--- config.mk ---
export PLATFORM = sky130hd
export DESIGN_NAME = instruction_fetch_flat
export DESIGN_NICKNAME = d
export VERILOG_FILES = /design/src/rtl/fetch_pkg.sv /design/src/rtl/instruction_fetch_if.sv /design/src/rtl/instruction_fetch_pc_counter.sv /design/src/rtl/instruction_fetch.sv /design/src/flat_wrapper.sv
export SDC_FILE = /design/constraint.sdc
export NUM_CORES = 1
export LEC_CHECK = 0
export ABC_CLOCK_PERIOD_IN_PS = 2000
export CORE_ASPECT_RATIO = 1.75
export CORE_MARGIN = 4
export CORE_UTILIZATION = 35
export DETAILED_ROUTE_END_ITERATION = 10
export PLACE_DENSITY_LB_ADDON = 0.12
export SLEW_MARGIN = 20
export SYNTH_ARGS = -nofsm -noshare
export SYNTH_HDL_FRONTEND = slang
export SYNTH_SLANG_ARGS = --single-unit
--- constraint.sdc ---
create_clock -name clock -period 2 [get_ports clock]
set_clock_uncertainty 0.2 [all_clocks]
set_input_delay 0.3 -clock clock [delete_from_list [all_inputs] [get_ports clock]]
set_output_delay 0.3 -clock clock [all_outputs]
set_load 0.01 [all_outputs]
--- src/rtl/fetch_pkg.sv ---
// fetch_pkg: shared widths, program bound and FSM encoding for instruction_fetch.
//   ADDR_W    : instruction address width
//   INSTR_W   : instruction word width
//   PROG_LAST : highest legal program address; pc never moves past it
//   fetch_state_e : FETCH (issuing), STALL (decode holding), DRAIN (no more issue)
package fetch_pkg;

  localparam int ADDR_W  = 4;
  localparam int INSTR_W = 16;
  localparam logic [ADDR_W-1:0] PROG_LAST = 4'd8;

  typedef enum logic [1:0] {
    FETCH = 2'd0,
    STALL = 2'd1,
    DRAIN = 2'd2
  } fetch_state_e;

  // True once an address has reached (or passed) the last program word.
  function automatic logic pc_at_last(input logic [ADDR_W-1:0] pc);
    return (pc >= PROG_LAST);
  endfunction

endpackage

--- src/rtl/instruction_fetch_if.sv ---
// instruction_fetch_if: bundles the instruction-memory bus and the decode-side
// handshake of the fetch unit.
//   master modport : fetch unit (drives address and decode outputs)
//   slave modport  : memory + decode environment
interface instruction_fetch_if;
  import fetch_pkg::*;

  logic [ADDR_W-1:0]  mem_address;
  logic [INSTR_W-1:0] mem_instruction;
  logic               stall;
  logic               redirect;
  logic [ADDR_W-1:0]  redirect_target;
  logic [INSTR_W-1:0] instr_out;
  logic [ADDR_W-1:0]  instr_pc;
  logic               instr_valid;
  logic               halted;
  logic               fetch_fault;

  modport master (
    output mem_address, instr_out, instr_pc, instr_valid, halted, fetch_fault,
    input  mem_instruction, stall, redirect, redirect_target
  );

  modport slave (
    input  mem_address, instr_out, instr_pc, instr_valid, halted, fetch_fault,
    output mem_instruction, stall, redirect, redirect_target
  );

endinterface

--- src/rtl/instruction_fetch_pc_counter.sv ---
// pc_counter: program counter register for the fetch unit.
//   clock, reset_n : rising-edge clock, asynchronous active-low reset
//   load, load_value : load a new pc (redirect or replay); has priority
//   inc            : advance by one, saturating at PROG_LAST
//   pc             : current program counter (drives the memory address)
module pc_counter
  import fetch_pkg::*;
(
  input  logic              clock,
  input  logic              reset_n,
  input  logic              load,
  input  logic [ADDR_W-1:0] load_value,
  input  logic              inc,
  output logic [ADDR_W-1:0] pc
);

  logic [ADDR_W-1:0] pc_r;

  // pc register: load beats increment; increment stops at the last program word.
  always_ff @(posedge clock or negedge reset_n) begin
    if (!reset_n) begin
      pc_r <= {ADDR_W{1'b0}};
    end else if (load) begin
      pc_r <= load_value;
    end else if (inc && !pc_at_last(pc_r)) begin
      pc_r <= pc_r + {{(ADDR_W-1){1'b0}}, 1'b1};
    end else begin
      pc_r <= pc_r;
    end
  end

  assign pc = pc_r;

endmodule

--- src/rtl/instruction_fetch.sv ---
// instruction_fetch: drives the instruction-memory read address, tracks the word
// in flight through the memory's one-edge registered read, and presents
// instructions to decode with a valid/stall handshake plus branch redirects.
//   clock, reset_n : rising-edge clock, asynchronous active-low reset
//   bus (master)   : mem_address/mem_instruction memory bus, stall/redirect/
//                    redirect_target from decode, instr_out/instr_pc/instr_valid,
//                    halted and fetch_fault status
// Optional feature: define IF_FAULT_EN to make an out-of-range redirect set the
// sticky fetch_fault flag; otherwise fetch_fault is tied low. In both builds
// such a redirect flushes and drains without moving pc.
module instruction_fetch
  import fetch_pkg::*;
(
  input  logic                 clock,
  input  logic                 reset_n,
  instruction_fetch_if.master  bus
);

  fetch_state_e       state_r, state_s;
  logic [ADDR_W-1:0]  infl_pc_r, infl_pc_s;
  logic               infl_v_r, infl_v_s;
  logic [INSTR_W-1:0] out_instr_r, out_instr_s;
  logic [ADDR_W-1:0]  out_pc_r, out_pc_s;
  logic               out_valid_r, out_valid_s;
  logic               fault_r, fault_s;

  logic               pc_load_s;
  logic [ADDR_W-1:0]  pc_load_value_s;
  logic               pc_inc_s;
  logic [ADDR_W-1:0]  pc_s;
  logic               stall_eff_s;

  pc_counter u_pc (
    .clock      (clock),
    .reset_n    (reset_n),
    .load       (pc_load_s),
    .load_value (pc_load_value_s),
    .inc        (pc_inc_s),
    .pc         (pc_s)
  );

  // A stall only matters when decode is actually holding a valid word.
  assign stall_eff_s = bus.stall & out_valid_r;

  // Next-state and datapath control; every register holds unless told otherwise.
  always_comb begin
    state_s         = state_r;
    infl_pc_s       = infl_pc_r;
    infl_v_s        = infl_v_r;
    out_instr_s     = out_instr_r;
    out_pc_s        = out_pc_r;
    out_valid_s     = out_valid_r;
    fault_s         = fault_r;
    pc_load_s       = 1'b0;
    pc_load_value_s = pc_s;
    pc_inc_s        = 1'b0;

    if (bus.redirect) begin
      // Redirect flushes both the in-flight word and the output stage.
      infl_v_s    = 1'b0;
      out_valid_s = 1'b0;
      if (bus.redirect_target > PROG_LAST) begin
        state_s = DRAIN;
`ifdef IF_FAULT_EN
        fault_s = 1'b1;
`else
        fault_s = 1'b0;
`endif
      end else begin
        pc_load_s       = 1'b1;
        pc_load_value_s = bus.redirect_target;
        state_s         = FETCH;
      end
    end else begin
      case (state_r)
        FETCH: begin
          if (stall_eff_s) begin
            // The memory overwrites the in-flight word this edge, so rewind
            // pc to re-read it after the stall.
            if (infl_v_r) begin
              pc_load_s       = 1'b1;
              pc_load_value_s = infl_pc_r;
            end else begin
              pc_load_s       = 1'b0;
            end
            infl_v_s = 1'b0;
            state_s  = STALL;
          end else begin
            infl_pc_s   = pc_s;
            infl_v_s    = 1'b1;
            out_instr_s = bus.mem_instruction;
            out_pc_s    = infl_pc_r;
            out_valid_s = infl_v_r;
            if (pc_at_last(pc_s)) begin
              state_s = DRAIN;
            end else begin
              pc_inc_s = 1'b1;
            end
          end
        end
        STALL: begin
          if (bus.stall) begin
            state_s = STALL;
          end else begin
            // Release: the held word is consumed, the replayed address issues.
            out_valid_s = 1'b0;
            infl_pc_s   = pc_s;
            infl_v_s    = 1'b1;
            if (pc_at_last(pc_s)) begin
              state_s = DRAIN;
            end else begin
              pc_inc_s = 1'b1;
              state_s  = FETCH;
            end
          end
        end
        DRAIN: begin
          // pc sits on the last word, so a stalled in-flight word is still
          // what the memory returns; just hold everything.
          if (stall_eff_s) begin
            state_s = DRAIN;
          end else begin
            out_instr_s = bus.mem_instruction;
            out_pc_s    = infl_pc_r;
            out_valid_s = infl_v_r;
            infl_v_s    = 1'b0;
          end
        end
        default: begin
          state_s     = FETCH;
          infl_v_s    = 1'b0;
          out_valid_s = 1'b0;
        end
      endcase
    end
  end

  // Control and output-stage registers.
  always_ff @(posedge clock or negedge reset_n) begin
    if (!reset_n) begin
      state_r     <= FETCH;
      infl_pc_r   <= {ADDR_W{1'b0}};
      infl_v_r    <= 1'b0;
      out_instr_r <= {INSTR_W{1'b0}};
      out_pc_r    <= {ADDR_W{1'b0}};
      out_valid_r <= 1'b0;
      fault_r     <= 1'b0;
    end else begin
      state_r     <= state_s;
      infl_pc_r   <= infl_pc_s;
      infl_v_r    <= infl_v_s;
      out_instr_r <= out_instr_s;
      out_pc_r    <= out_pc_s;
      out_valid_r <= out_valid_s;
      fault_r     <= fault_s;
    end
  end

  assign bus.mem_address = pc_s;
  assign bus.instr_out   = out_instr_r;
  assign bus.instr_pc    = out_pc_r;
  assign bus.instr_valid = out_valid_r;
  assign bus.halted      = (state_r == DRAIN) && !infl_v_r && !out_valid_r;
  assign bus.fetch_fault = fault_r;

endmodule

--- src/flat_wrapper.sv ---
// flat-port wrapper written by rule: the top's interface ports become plain ports
module instruction_fetch_flat import fetch_pkg::*;
  (clock, reset_n, bus_mem_address, bus_instr_out, bus_instr_pc, bus_instr_valid, bus_halted, bus_fetch_fault, bus_mem_instruction, bus_stall, bus_redirect, bus_redirect_target);
  instruction_fetch_if bus_i ();
  input  logic clock;
  input  logic reset_n;
  output wire logic [$bits(bus_i.mem_address)-1:0] bus_mem_address;
  output wire logic [$bits(bus_i.instr_out)-1:0] bus_instr_out;
  output wire logic [$bits(bus_i.instr_pc)-1:0] bus_instr_pc;
  output wire logic [$bits(bus_i.instr_valid)-1:0] bus_instr_valid;
  output wire logic [$bits(bus_i.halted)-1:0] bus_halted;
  output wire logic [$bits(bus_i.fetch_fault)-1:0] bus_fetch_fault;
  input wire logic [$bits(bus_i.mem_instruction)-1:0] bus_mem_instruction;
  input wire logic [$bits(bus_i.stall)-1:0] bus_stall;
  input wire logic [$bits(bus_i.redirect)-1:0] bus_redirect;
  input wire logic [$bits(bus_i.redirect_target)-1:0] bus_redirect_target;
  assign bus_mem_address = bus_i.mem_address;
  assign bus_instr_out = bus_i.instr_out;
  assign bus_instr_pc = bus_i.instr_pc;
  assign bus_instr_valid = bus_i.instr_valid;
  assign bus_halted = bus_i.halted;
  assign bus_fetch_fault = bus_i.fetch_fault;
  assign bus_i.mem_instruction = bus_mem_instruction;
  assign bus_i.stall = bus_stall;
  assign bus_i.redirect = bus_redirect;
  assign bus_i.redirect_target = bus_redirect_target;
  instruction_fetch u_core (.clock(clock), .reset_n(reset_n), .bus(bus_i));
endmodule
# Word level (Yosys, flattened, before mapping)
# Index checks and enable logic that the tools add are counted.
dict set report op_classes {
  addsub 1
  n_lt_le_gt_ge 2
  eq_ne 13
  mux 37
  bitwise 3
  reduce_logical 16
}
# operator count
set op_table {}
lappend op_table {{two-way mux 4 bit} 9}
lappend op_table {{!= test 3 bit, second input constant} 6}
lappend op_table {{two-way mux 1 bit} 16}
lappend op_table {{two-way mux 2 bit} 7}
lappend op_table {{one-hot mux 4 bit (2 select lines)} 1}
lappend op_table {{!= test 3 x 2 -> 1 bit, second input constant} 2}
lappend op_table {{one-hot mux 2 bit (3 select lines)} 1}
lappend op_table {{AND reduction 2 bit} 3}
lappend op_table {{AND reduction 5 bit} 1}
lappend op_table {{adder 4 x 1 -> 4 bit, second input constant} 1}
lappend op_table {{>= comparator 4 bit, second input constant} 1}
lappend op_table {{greater-than comparator 4 bit, second input constant} 1}
lappend op_table {{!= test 2 bit, second input constant} 2}
lappend op_table {{!= test 4 x 2 -> 1 bit, second input constant} 1}
lappend op_table {{one-hot mux 1 bit (2 select lines)} 2}
lappend op_table {{AND reduction 4 bit} 1}
lappend op_table {{nonzero test 2 bit} 2}
lappend op_table {{logical AND 1 bit} 3}
lappend op_table {{zero test 1 bit} 3}
lappend op_table {{one-hot mux 1 bit (3 select lines)} 1}
lappend op_table {{AND reduction 3 bit} 1}
lappend op_table {{== test 2 x 1 -> 1 bit, second input constant} 1}
lappend op_table {{== test 2 bit, second input constant} 1}
lappend op_table {{zero test 2 bit} 1}
lappend op_table {{other kinds (3)} 4}
dict set report word_totals {
  reg_bits 32
  inputBits 24
  output_inout_bits 27
  word_cells 79
}

# Logic depth before layout (Yosys ltp)
dict set report depth {
  depth_word 8
  ltp_mapped 5
  depth_no_buf 5
}

# Cells and area by module
# Synthesis repeated with hierarchy kept, for this count alone.
dict set report unflattened {
  hier_cells 121
  area_unflattened_um2 1537.7
}
# mod instances cells_each area_per_inst_um2 seq_area_each_um2
set modules_own_cells {}
lappend modules_own_cells {instruction_fetch 1 100 1308.8 700.7}
lappend modules_own_cells {pc_counter 1 21 229.0 100.1}

# Worst setup path after synthesis
# Ideal clock, no wire load.
dict set report synth_timing {
  kind {register -> register}
  startpoint {reg u_core.out_valid_r, in the netlist u_core.bus.instr_valid}
  endpoint {reg u_core.out_instr_r[15], in the netlist u_core.bus.instr_out[15]}
  setup_time_ns 0.125
  t_arrival_ns 1.316
  t_required_ns 1.675
  path_slack_ns 0.358
  stages_incl_launch_ff 5
  path_buffers 1
  synth_period_minus_slack_ns 1.642
  cell_sequence {dfrtp_1 > and2_4 > nor3_4 > buf_6 > mux2_4}
}
dict set report synth_via {
  elab_chain_len 3
}
# element line_no
set synth_lines {}
lappend synth_lines {{start: declaration} instruction_fetch.sv:24} ;# logic out_valid_r, out_valid_s;
lappend synth_lines {{start signal: assignment} instruction_fetch.sv:154} ;# out_valid_r <= out_valid_s;
lappend synth_lines {{bitwise AND 1 bit} instruction_fetch.sv:43} ;# assign stall_eff_s = bus.stall & out_valid_r;
lappend synth_lines {{inverter 1 bit (no source line)} --}
lappend synth_lines {{AND reduction 3 bit (no source line)} --}
lappend synth_lines {{end signal: assignment} instruction_fetch.sv:144} ;# out_instr_r <= {INSTR_W{1'b0}};
lappend synth_lines {{end signal: assignment} instruction_fetch.sv:152} ;# out_instr_r <= out_instr_s;
lappend synth_lines {{end: declaration} instruction_fetch.sv:22} ;# logic [INSTR_W-1:0] out_instr_r, out_instr_s;
# No other way between the ends.
# A chain may end at the register's enable or synchronous reset.

# Worst setup path in the final report
dict set report layout_timing {
  startpoint {reg u_core.u_pc.pc_r[3], in the netlist u_core.u_pc.pc[3]}
  endpoint {out bus_mem_address[3]}
}
# element line_no
set layout_lines {}
lappend layout_lines {{start: declaration} instruction_fetch_pc_counter.sv:17} ;# logic [ADDR_W-1:0] pc_r;
lappend layout_lines {{start signal: assignment} instruction_fetch_pc_counter.sv:22} ;# pc_r <= {ADDR_W{1'b0}};
lappend layout_lines {{start signal: assignment} instruction_fetch_pc_counter.sv:24} ;# pc_r <= load_value;
lappend layout_lines {{start signal: assignment} instruction_fetch_pc_counter.sv:26} ;# pc_r <= pc_r + {{(ADDR_W-1){1'b0}}, 1'b1};
lappend layout_lines {{end: declaration} flat_wrapper.sv:7} ;# output wire logic [$bits(bus_i.mem_address)-1:0] bus_mem_address;
# No word-level cell between the ends.

==> results by group <==
Drt
  – Post-DR wirelength/cell: 14.8 µm
  – Initial drt markers: 5
  – DR vias/cell: 4.82
  – DRC errors left: 0
  – Final WL: 3380 µm
  – Initial DRT Pass Iterations: 2
  – Vias: 1103
  – Antenna-violating nets left: 0

Yosys
  – Mean Syn Cell Area: 13.5 µm²
  – Synthesized instance count: 115
  – Dominant combinational cell family by area after synthesis: multiplexers
  – Most used DFF post-synth: dfrtp_1
  – Multiplexer share of the synthesized area: 0.212
  – Synth top area cells: dfrtp_1 (52%), mux2_4 (18%), buf_6 (2.2%), mux2_1 (2.2%), a21oi_1 (1.9%)
  – Top cell type's share of synthesized area: 0.517
  – Synth Area in Compound Gates: 0.109
  – Post-synth EDFFs: 0
  – Register area share after synthesis: 0.517
  – Xor and xnor area share after synthesis: 0.00565
  – Most common cell in the synthesized netlist: dfrtp_1
  – Synth cell types: 37
  – Post-Synth Simple-Gate Area: 0.0945
  – Post-synth top area cell: dfrtp_1
  – Async S/R FF share, synth: 1.00
  – Post-Syn Nets: 141
  – #FFs+latches synth: 32
  – Ys Warns: 0
  – Most frequent cells after synthesis: dfrtp_1 (32), mux2_4 (19), a21oi_1 (6), nand2_1 (5), inv_1 (4)
  – Synth Area in Adders: 0.0162
  – Synthesized cell area: 1550 µm²

STA
  – Hold Slack: 211 ps
  – Final Cycle Share: 0.934
  – RSZ-0062 raised after global routing: false
  – Tmin final: 1870 ps
  – Max frequency: 0.535 GHz
  – Fin. Hold Viols: 0
  – Final Setup Violations: 0
  – TNS Setup: 0 ps
  – Slew Viols, Final: 0

Clocking
  – H-tree depth: 2
  – Setup bufs post-CTS: 0
  – TritonCTS clock tree: done
  – Clock sink count: 32
  – Cts hold-fix bufs: 0
  – CTS max path bufs: 2
  – Post-CTS Resized: 1
  – Clock transition at path regs: 60 ps
  – Clk_lat worst skew: 280 ps
  – CTS Root Cell: clkbuf_8
  – CTS Buf Count: 5

Finish
  – Ant diodes: 0
  – Area Overhead vs Synth: 47.0%
  – Util after Layout: 0.539
  – NumNets Final: 205
  – Multi-input logic area: 682 µm²
  – Register Area: 801 µm²
  – Fill cells: 369
  – Layout cell share with drive strength beyond 1: 0.261

Die
  – Rows: 31
  – Starting Density: 0.366
  – Die ar.: 5600 µm²
  – Die Width: 58.3 µm
  – Chip height: 96.0 µm
  – Boundary Pins: 51
  – Core Box Area: 4230 µm²

Placement
  – RePlAce Congestion: 0.811
  – DP HPWL: 2660 µm
  – I/O Buffers: 49

Setup path
  – Worst setup EP type: output pin
  – CP startpoint kind: flip-flop
  – CP top delay family: buffers and inverters
  – Crit-path max FO: 9
  – Worst path buffer plus inverter count: 1
  – Cell Chain, Critical Path: clkdlybuf4s50_1
  – Worst path required time: 1500 ps
  – Crit path arrival time: 1370 ps
  – WS Path Type: flip-flop to output pin
  – Worst path slowest cell: clkdlybuf4s50_1
  – Largest stage delay, worst path: 590 ps

Global routing
  – First-pass GRT wire length: 5480 µm
  – Vias in the first global route: 1158
  – Grt ovf: 0
  – Largest net degree at the start of global routing: 33
  – Initial antenna violation count: 0
  – Gr usage total: 0.131

Power and ir drop
  – Pleak: 1.00 nW
  – Cell Pwr Density: 988 nW/µm²
  – Switch Pwr: 0.623 mW
  – Sw frac: 0.277
  – Int Pwr: 1.63 mW
  – Worst vdd ir: 0.000511 V
  – Flop pwr share: 0.409
  – Clk pwr share: 0.267
  – Combinational share of power: 0.323

Flow run
  – Max_cap viols: 0

Min path
  – Worst min path class: primary input to async pin

Run status
  – Status: finished clean
## metal layers
| layer | vias up | GRT usage | wire length (µm) |
|---|---|---|---|
| li1 | 535 | - | - |
| met5 | - | 0 | 0 |
| met3 | 5 | 0.0336 | 209 |
| met1 | 530 | 0.149 | 1240 |
| met4 | 0 | 0.0580 | 64 |
| met2 | 33 | 0.228 | 1870 |
## sequential cells by signal (all words and copies together), names as in the netlist
name	cells
u_core.u_pc.pc	4
u_core.infl_v_r	1
u_core.bus.instr_out	16
u_core.bus.instr_pc	4
u_core.infl_pc_r	4
u_core.bus.instr_valid	1
u_core.state_r	2
## layout by cell type (no fill, tap or decap), types with 4 or more instances in the layout
master,instances
nand2_1,5
dfrtp_1,32
inv_1,4
clkbuf_8,5
buf_4,13
a21oi_1,6
clkdlybuf4s50_1,48
mux2_4,19
## kinds of logic after synthesis
logic type / Yosys count
mux: 23
xor+xnor: 1
buf+inv: 10
other cells: 1
compound gates: 24
fa+ha+maj: 2
flops: 32
simple gates: 22
## final timing paths
path	start	depth (start not counted)	slack [ps]	to
setup / recovery	u_core.u_pc.pc[3]$_DFFE_PN0P_	1	130	bus_mem_address[3]
hold / removal	reset_n	2	210	u_core.bus.instr_out[6]$_DFFE_PN0P_
setup reg to reg	u_core.bus.instr_valid$_DFFE_PN0P_	5	270	u_core.bus.instr_out[0]$_DFFE_PN0P_
hold reg to reg	u_core.bus.instr_out[0]$_DFFE_PN0P_	1	300	u_core.bus.instr_out[0]$_DFFE_PN0P_
max in group asynchronous	reset_n	2	1110	u_core.bus.instr_pc[1]$_DFFE_PN0P_
min in group clock	u_core.bus.instr_out[0]$_DFFE_PN0P_	1	300	u_core.bus.instr_out[0]$_DFFE_PN0P_
## through the flow
stage	cell area [µm²]	setup WS [ps]	total power, mW	std cells
after floorplan	1550	358	1.28	115
after global placement	2170	39.7	1.67	221
after detailed placement	2170	18.4	1.68	221
after CTS	2280	127	2.28	229
after global routing	2280	80.4	2.39	229
final	2280	132	2.25	229
## final cells by class
type,instances,area share
well taps,49,0.0269
clock buffers,5,0.0302
inverters,4,0.00659
repair buffers,63,0.266
flip-flops and latches,32,0.352
clock inverters,3,0.0187
multi-input cells,73,0.299
## power by group through the flow
stage / Sequential (mW) / Combinational [mW] / Clock, mW
final: 0.921 / 0.727 / 0.602
after floorplan: 0.960 / 0.315 / 0
after detailed placement: 0.937 / 0.739 / 0
after global routing: 0.947 / 0.793 / 0.647
after global placement: 0.934 / 0.736 / 0
after CTS: 0.925 / 0.743 / 0.613
(Power assumes the default switching activity.)
